## src/rtl/ifu_if.sv

```systemverilog
// Fetch bundle: imem request/ack channel, execute redirect, decode stream.
// Latency: none, wires only.
// Backpressure: instr_ready from decode, imem_ack from memory.
interface ifu_if #(
  parameter int XLEN = 32
);
  logic            imem_req;
  logic [XLEN-1:0] imem_addr;
  logic            imem_ack;
  logic [31:0]     imem_rdata;
  logic            redirect;
  logic [XLEN-1:0] redirect_pc;
  logic            instr_valid;
  logic            instr_ready;
  logic [29:0]     instr_out;
  logic [XLEN-1:0] instr_pc;
  logic            instr_illegal;

  // Fetch unit side.
  modport master (
    output imem_req, imem_addr, instr_valid, instr_out, instr_pc, instr_illegal,
    input  imem_ack, imem_rdata, redirect, redirect_pc, instr_ready
  );

  // Memory / execute / decode side.
  modport slave (
    input  imem_req, imem_addr, instr_valid, instr_out, instr_pc, instr_illegal,
    output imem_ack, imem_rdata, redirect, redirect_pc, instr_ready
  );
endinterface

```

## src/rtl/ifu.sv

```systemverilog
// Instruction fetch: PC owner, single-outstanding imem fetch, 2-entry instr FIFO.
// Latency: imem_ack at edge N gives instr_valid after edge N; 1 instr/cycle peak.
// Backpressure: instr_ready low holds the head; fetch stops issuing once the FIFO would fill.
module ifu #(
  parameter int              XLEN     = 32,
  parameter logic [XLEN-1:0] RESET_PC = '0
) (
  input logic   clk,
  input logic   rst_n,
  ifu_if.master bus
);

  typedef enum logic [1:0] {
    ST_IDLE    = 2'd0,
    ST_WAIT    = 2'd1,
    ST_DISCARD = 2'd2
  } state_t;

  typedef struct packed {
    logic [XLEN-1:0] pc;
    logic [29:0]     word;
    logic            illegal;
  } entry_t;

  state_t          state;
  state_t          state_nxt;
  logic [XLEN-1:0] fetch_pc;
  logic [XLEN-1:0] req_addr;
  logic [XLEN-1:0] pc_inc;
  logic [XLEN-1:0] redirect_aligned;
  entry_t          fifo_mem [2];
  entry_t          head;
  entry_t          new_entry;
  logic            wr_ptr;
  logic            rd_ptr;
  logic [1:0]      count;
  logic [1:0]      occ_after_pop;
  logic            pop;
  logic            push;
  logic            issue;
  logic            unused_redirect_lsbs;

  // Head consumption and the occupancy that this cycle's issue decision sees.
  always_comb begin
    pop              = (count != 2'd0) && bus.instr_ready;
    occ_after_pop    = count - {1'b0, pop};
    pc_inc           = fetch_pc + XLEN'(4);
    redirect_aligned = {bus.redirect_pc[XLEN-1:2], 2'b00};
    unused_redirect_lsbs = ^bus.redirect_pc[1:0];
    new_entry.pc      = fetch_pc;
    new_entry.word    = bus.imem_rdata[31:2];
    new_entry.illegal = (bus.imem_rdata[1:0] != 2'b11);
  end

  // State register.
  always_ff @(posedge clk) begin
    if (!rst_n) begin
      state <= ST_IDLE;
    end else begin
      state <= state_nxt;
    end
  end

  // Next state: a redirect always wins over a same-cycle ack; issue only with room after the pop.
  always_comb begin
    state_nxt = state;
    case (state)
      ST_IDLE: begin
        if (!bus.redirect && (occ_after_pop < 2'd2)) begin
          state_nxt = ST_WAIT;
        end
      end
      ST_WAIT: begin
        if (bus.redirect && bus.imem_ack) begin
          state_nxt = ST_IDLE;
        end else if (bus.redirect) begin
          state_nxt = ST_DISCARD;
        end else if (bus.imem_ack) begin
          // After the push the FIFO holds occ_after_pop+1; keep fetching only if that is below 2.
          state_nxt = (occ_after_pop == 2'd0) ? ST_WAIT : ST_IDLE;
        end
      end
      ST_DISCARD: begin
        if (bus.imem_ack) begin
          state_nxt = ST_IDLE;
        end
      end
      default: state_nxt = ST_IDLE;
    endcase
  end

  // Outputs: memory port from state/registered address, decode port from the FIFO head.
  always_comb begin
    push  = (state == ST_WAIT) && bus.imem_ack && !bus.redirect;
    issue = (state_nxt == ST_WAIT) && ((state == ST_IDLE) || push);
    head  = fifo_mem[rd_ptr];
    bus.imem_req      = (state != ST_IDLE);
    bus.imem_addr     = req_addr;
    bus.instr_valid   = (count != 2'd0);
    bus.instr_out     = head.word;
    bus.instr_pc      = head.pc;
    bus.instr_illegal = head.illegal;
  end

  // Fetch PC tracks the next word to fetch; req_addr is frozen while a request is outstanding,
  // so a redirect during WAIT moves fetch_pc without disturbing the address on the port.
  always_ff @(posedge clk) begin
    if (!rst_n) begin
      fetch_pc <= RESET_PC;
      req_addr <= RESET_PC;
    end else begin
      if (bus.redirect) begin
        fetch_pc <= redirect_aligned;
      end else if (push) begin
        fetch_pc <= pc_inc;
      end
      if (issue) begin
        req_addr <= push ? pc_inc : fetch_pc;
      end
    end
  end

  // Two-entry FIFO; a redirect flushes it, which also drops any same-cycle pop.
  always_ff @(posedge clk) begin
    if (!rst_n) begin
      wr_ptr <= 1'b0;
      rd_ptr <= 1'b0;
      count  <= 2'd0;
      for (int i = 0; i < 2; i++) begin
        fifo_mem[i] <= '{pc: RESET_PC, word: '0, illegal: 1'b0};
      end
    end else if (bus.redirect) begin
      wr_ptr <= 1'b0;
      rd_ptr <= 1'b0;
      count  <= 2'd0;
    end else begin
      if (push) begin
        fifo_mem[wr_ptr] <= new_entry;
        wr_ptr           <= ~wr_ptr;
      end
      if (pop) begin
        rd_ptr <= ~rd_ptr;
      end
      count <= count + {1'b0, push} - {1'b0, pop};
    end
  end

endmodule

```

## src/flat_wrapper.sv

```systemverilog
// flat-port wrapper written by rule: the top's interface ports become plain ports
module ifu_flat 
#(
  parameter int              XLEN     = 32,
  parameter logic [XLEN-1:0] RESET_PC = '0
)
  (clk, rst_n, bus_imem_req, bus_imem_addr, bus_instr_valid, bus_instr_out, bus_instr_pc, bus_instr_illegal, bus_imem_ack, bus_imem_rdata, bus_redirect, bus_redirect_pc, bus_instr_ready);
  ifu_if #(.XLEN(XLEN)) bus_i ();
  input logic clk;
  input logic rst_n;
  output wire logic [$bits(bus_i.imem_req)-1:0] bus_imem_req;
  output wire logic [$bits(bus_i.imem_addr)-1:0] bus_imem_addr;
  output wire logic [$bits(bus_i.instr_valid)-1:0] bus_instr_valid;
  output wire logic [$bits(bus_i.instr_out)-1:0] bus_instr_out;
  output wire logic [$bits(bus_i.instr_pc)-1:0] bus_instr_pc;
  output wire logic [$bits(bus_i.instr_illegal)-1:0] bus_instr_illegal;
  input wire logic [$bits(bus_i.imem_ack)-1:0] bus_imem_ack;
  input wire logic [$bits(bus_i.imem_rdata)-1:0] bus_imem_rdata;
  input wire logic [$bits(bus_i.redirect)-1:0] bus_redirect;
  input wire logic [$bits(bus_i.redirect_pc)-1:0] bus_redirect_pc;
  input wire logic [$bits(bus_i.instr_ready)-1:0] bus_instr_ready;
  assign bus_imem_req = bus_i.imem_req;
  assign bus_imem_addr = bus_i.imem_addr;
  assign bus_instr_valid = bus_i.instr_valid;
  assign bus_instr_out = bus_i.instr_out;
  assign bus_instr_pc = bus_i.instr_pc;
  assign bus_instr_illegal = bus_i.instr_illegal;
  assign bus_i.imem_ack = bus_imem_ack;
  assign bus_i.imem_rdata = bus_imem_rdata;
  assign bus_i.redirect = bus_redirect;
  assign bus_i.redirect_pc = bus_redirect_pc;
  assign bus_i.instr_ready = bus_instr_ready;
  ifu #(.XLEN(XLEN), .RESET_PC(RESET_PC)) u_core (.clk(clk), .rst_n(rst_n), .bus(bus_i));
endmodule
```

## config.mk

```make
export PLATFORM = sky130hd
export DESIGN_NAME = ifu_flat
export DESIGN_NICKNAME = d
export VERILOG_FILES = /design/src/rtl/ifu_if.sv /design/src/rtl/ifu.sv /design/src/flat_wrapper.sv
export SDC_FILE = /design/constraint.sdc
export NUM_CORES = 1
export LEC_CHECK = 0
export BUFFER_PORTS_ARGS = -buffer_cell sky130_fd_sc_hd__buf_2
export CAP_MARGIN = 10
export CORE_ASPECT_RATIO = 0.5
export CORE_MARGIN = 3
export CORE_UTILIZATION = 57
export CTS_BUF_LIST = sky130_fd_sc_hd__clkbuf_8
export DETAILED_ROUTE_END_ITERATION = 10
export PLACE_DENSITY = 0.89
export SKIP_LAST_GASP = 1
export SLEW_MARGIN = 25
export SYNTH_ARGS = -nofsm -noshare
export SYNTH_HDL_FRONTEND = slang
export SYNTH_SLANG_ARGS = --single-unit
```

## constraint.sdc

```tcl
create_clock -name clk -period 7.65 [get_ports clk]
set_clock_uncertainty 0.15 [all_clocks]
set_input_delay 0.765 -clock clk [delete_from_list [all_inputs] [get_ports clk]]
set_output_delay 0.765 -clock clk [all_outputs]
set_load 0.01 [all_outputs]
```

Yosys cells after proc, flatten, opt, wreduce, memory -nomap -nowiden --
Memories as Yosys holds them, arrays and structs flattened. A register that Yosys moved wholly into a read port is not among the register bits. Index checks and enable logic that the tools add are counted.
Word-level totals: register bits after elaboration 70, bits in writable memories 126, output and inout port bits 97, logic and storage cells 53, memories kept 1
Operators by class: add/sub/neg operators 4, $lt $le $gt $ge 1, eq/ne operators 4, multiplexer cells 19, bitwise operators 3, reduce and logical (&&, ||, !) cells 14
Memory list:
- u_core.fifo_mem | depth 2, bits a word 63, read ports 1, clocked after Yosys merged registers in 1, wr ports 2, RTL line ifu.sv:31 | entry_t fifo_mem [2];
Operator list (number):
- 32-bit 2-to-1 mux | 2
- 63-bit 2-to-1 mux | 1
- 63-bit OR reduction | 1
- 32-bit by 3-bit adder with 32-bit output, second input constant | 1
- 1-bit 2-to-1 mux | 10
- 2-bit 2-to-1 mux | 5
- 1-bit logical AND | 6
- 2-bit one-hot mux with 3 select lines | 1
- 2-bit by 1-bit == test with 1-bit output, second input constant | 2
- 2-bit logical NOT | 2
- 2-bit nonzero test | 2
- 2-bit by 1-bit subtractor with 2-bit output | 2
- 1-bit inverter | 3
- 2-bit by 1-bit adder with 2-bit output | 1
- 2-bit == test, second input constant | 1
- 2-bit less-than comparator, second input constant | 1
- 2-bit != test, second input constant | 1
- 2-bit OR reduction | 1
- 1-bit logical NOT | 1
- 1-bit logical OR | 1

Longest topological paths before layout --
depth in word-level cells 11, mapped depth 8

Worst setup path after synthesis --
OpenSTA, ideal clock, no wires.
path type input to register, start point in bus_redirect, end point mem u_core.fifo_mem[0][0] (netlist name) (enable), library setup time 0.564 ns, arrival time 5.565 ns, data required time 6.936 ns, path slack 1.371 ns, stages on the path 3, buffers on the path 1, cell sequence nand4bb_2 -> clkbuf_1 -> o21ai_0
RTL lines:
- start: declaration | RTL line flat_wrapper.sv:19 | input wire logic [$bits(bus_i.redirect)-1:0] bus_redirect;
- end: declaration | RTL line ifu.sv:31

==> flow_summary.ini <==
[critical_path]
critPathKind = primary input to flop
cp_top_family = buffers and inverters
r2r_end = u_core.fifo_mem[1][17]
endpoint_kind = flop
arrival_ns = 3.30
cp.required_ns = 7.58
crit_chain = buf_2 -> and4_4 -> nand2b_2 -> buf_4
startpoint_type = primary input
cp_slowest_cell = and4_4
worst-path-buf-inv = 2
reg2reg_slack_ns = 4.37
critPathMaxStageDelay_ns = 0.76
critPathMaxFanout = 62
r2r_start = u_core.state[0]
r2r_cells = 5

[sta]
timing.final.crit_share_pct = 44.16
drv_slew = 0
holdWs_ns = 0.3544
rsz0062_at_grt = no
period_minus_slack_ns = 3.378
relSlewSlack_pct = 35.76
worst_pin_slew_ns = 0.9636
setup_slack_ns = 4.272
clock.fmax_mhz = 296.0
fin_tns_setup_ns = 0
setup_viol = 0
finalHoldViolCount = 0

[die]
die_h_um = 91.24
core-area_sq_um = 13890
start_util_pct = 59.63
ios = 166
core.rowCount = 30
die_x_um = 176.5
die-area_sq_um = 16100

[cts]
post_cts_resized = 0
post-cts-setup-buffer-count = 0
clockBufferDepth = 2
path_clk_slew_ns = 0.10
cts.sinks = 189
cts-buffers-inserted = 17
clockRootBuffer = clkbuf_8
clk_latency_ns = 0.45
cts_tree = yes
cts.hold.buffers_added = 0
htree_levels = 4

[placed_design]
gp_congestion = 0.8449
dp_hpwl_um = 12000
placed_cell_area_sq_um = 9193
placement.io_buffers = 159
pre_cts_slack_ns = 3.431

[drt]
drc = 0
num_vias = 5773
drt_iter0_markers = 544
wirelength_um = 18610
first_pass_iters = 5
wl_per_cell_um = 18.05
ant_nets = 0
vias_per_cell = 5.599

[pwr]
peakVddDrop_v = 0.0001081
power_frac_comb_pct = 9.2
p_sw_mw = 0.5201
leakage_nw = 3.797
switching_share_pct = 25.98
power-per-cell-area_nw_per_um2 = 208.7
power.internal_mw = 1.482
clkPwrFrac_pct = 32.2
power_frac_seq_pct = 58.6

[global_route]
antenna_found_initial = 0
grt_usage_pct = 23.19
grt_max_degree = 63
grt_overflow = 0
grt_pass1_vias = 5897
grt_pass1_wl_um = 29460

[finish]
final_area_sq_um = 9592
drive_gt1_share_pct = 33.73
fin_nets = 898
diodes = 0
syn_to_final_growth_pct = 15.82

[synthesis]
synth-edff-count = 122
synthCells = 688
synth_area_sq_um = 8282
synthFlopType = edfxtp_1
ys_warn_count = 0
yosysSeqAreaShare_pct = 60.43
synth_cell_types = 40
ys_ff_latch = 189
avgSynthCellArea_sq_um = 12.04
ys_async_sr_fraction_pct = 0

[worst_hold_path]
holdPathStages = 2
hold_class = flop to flop
min_from = u_core.bus.imem_addr[2]
min_to = u_core.bus.imem_addr[2]

[run_status]
run_status = finished clean

[run]
maxCapViolCount = 0
[layer usage]
metal / wire length [um] / up-vias / track usage (%)
li1: - / 2717 / -
met4: 384 / 0 / 8.295
met3: 1250 / 37 / 4.804
met1: 8046 / 2793 / 30.95
met5: 0 / - / 0
met2: 8931 / 226 / 37.90
[cell usage in the layout, fill, tap and decap left out, drive strengths merged, types with 12 or more instances in the layout]
cell type,count
nand3,14
nor4,17
o21ai,53
nand2,18
and2,117
edfxtp,122
mux2,62
inv,18
dfxtp,67
nor2,20
nor3,12
xnor2,30
clkbuf,17
a21oi,51
buf,166
[metrics by stage]
step	instances	utilization (%)	power (mW)
after floorplan	691	-	1.293
after global placement	998	66.19	1.366
after detailed placement	998	66.19	1.376
after CTS	1030	68.97	2.008
after global routing	1031	69.06	2.076
final	1031	69.06	2.002
[logic make-up (layout without fill, tap and decap cells)]
kind of cell               after synthesis  count (layout)  share of synthesized area, %
DFF                                    189             189                         60.43
other                                    1               4                       0.04528
adders and majority gates                3               3                        0.4533
xor gates and xnor gates                34              34                         3.596
and+or+nand+nor                        220             220                         16.21
buffers and inverters                   61             209                         3.082
muxes                                   64              64                         8.672
AOI/OAI and AO/OA                      116             116                         7.509
[sequential cells by signal, summed over array words and instances, names as in the netlist, named ones only]
register,flops
u_core.rd_ptr,1
u_core.state,2
u_core.fetch_pc,30
u_core.wr_ptr,1
u_core.bus.imem_addr,30
u_core.fifo_mem,122
u_core.count,2
[power groups by stage]
stage | combinational, mW | sequential, mW | clock (mW)
global route | 0.202 | 1.18 | 0.695
finish | 0.183 | 1.17 | 0.645
detailed placement | 0.181 | 1.19 | 0
CTS | 0.183 | 1.17 | 0.653
global placement | 0.176 | 1.19 | 0
floorplan | 0.101 | 1.19 | 0
[worst register-to-register path: stages (launching register included)]
cell	delay [ns]
dfxtp_1	0.52
nand2_1	0.09
nor2_1	0.43
and4_4	0.70
nand2b_2	0.34
buf_4	0.65
[worst max-delay path by stage]
| stage | slack (ns) | depth (start not counted) | start | to |
|---|---|---|---|---|
| finish | 4.27 | 4 | rst_n | u_core.fifo_mem[1][17] |
| global route | 4.04 | 4 | rst_n | u_core.fifo_mem[1][11] |
| CTS | 3.91 | 4 | rst_n | u_core.fifo_mem[1][11] |
| detailed placement | 3.43 | 4 | rst_n | u_core.fifo_mem[1][25] |
| global placement | 3.52 | 4 | rst_n | u_core.fifo_mem[1][20] |
| floorplan | 1.37 | 3 | bus_redirect | u_core.fifo_mem[0][0] |
[cell usage after synthesis (all sizes together), types with 14 or more instances]
cell type,count,share of area (%)
dfxtp,67,16
nor4,17,1.7
and2,117,8.8
nor2,20,0.91
nand3,14,0.85
mux2,62,8.4
edfxtp,122,44
a21oi,51,3.1
o21ai,53,3.2
nand2,18,0.82
xnor2,30,3.2
clkbuf,42,1.9
[layout make-up]
cell class	count	area, sq um
timing repair buffer	166	852.1
inverter	11	41.29
tap	192	240.2
clock buffer	17	234.0
fill	1018	4297
clock inverter	15	152.6
multi-input combinational	441	3065
sequential	189	5006
Power figures use the tool's default switching activity.
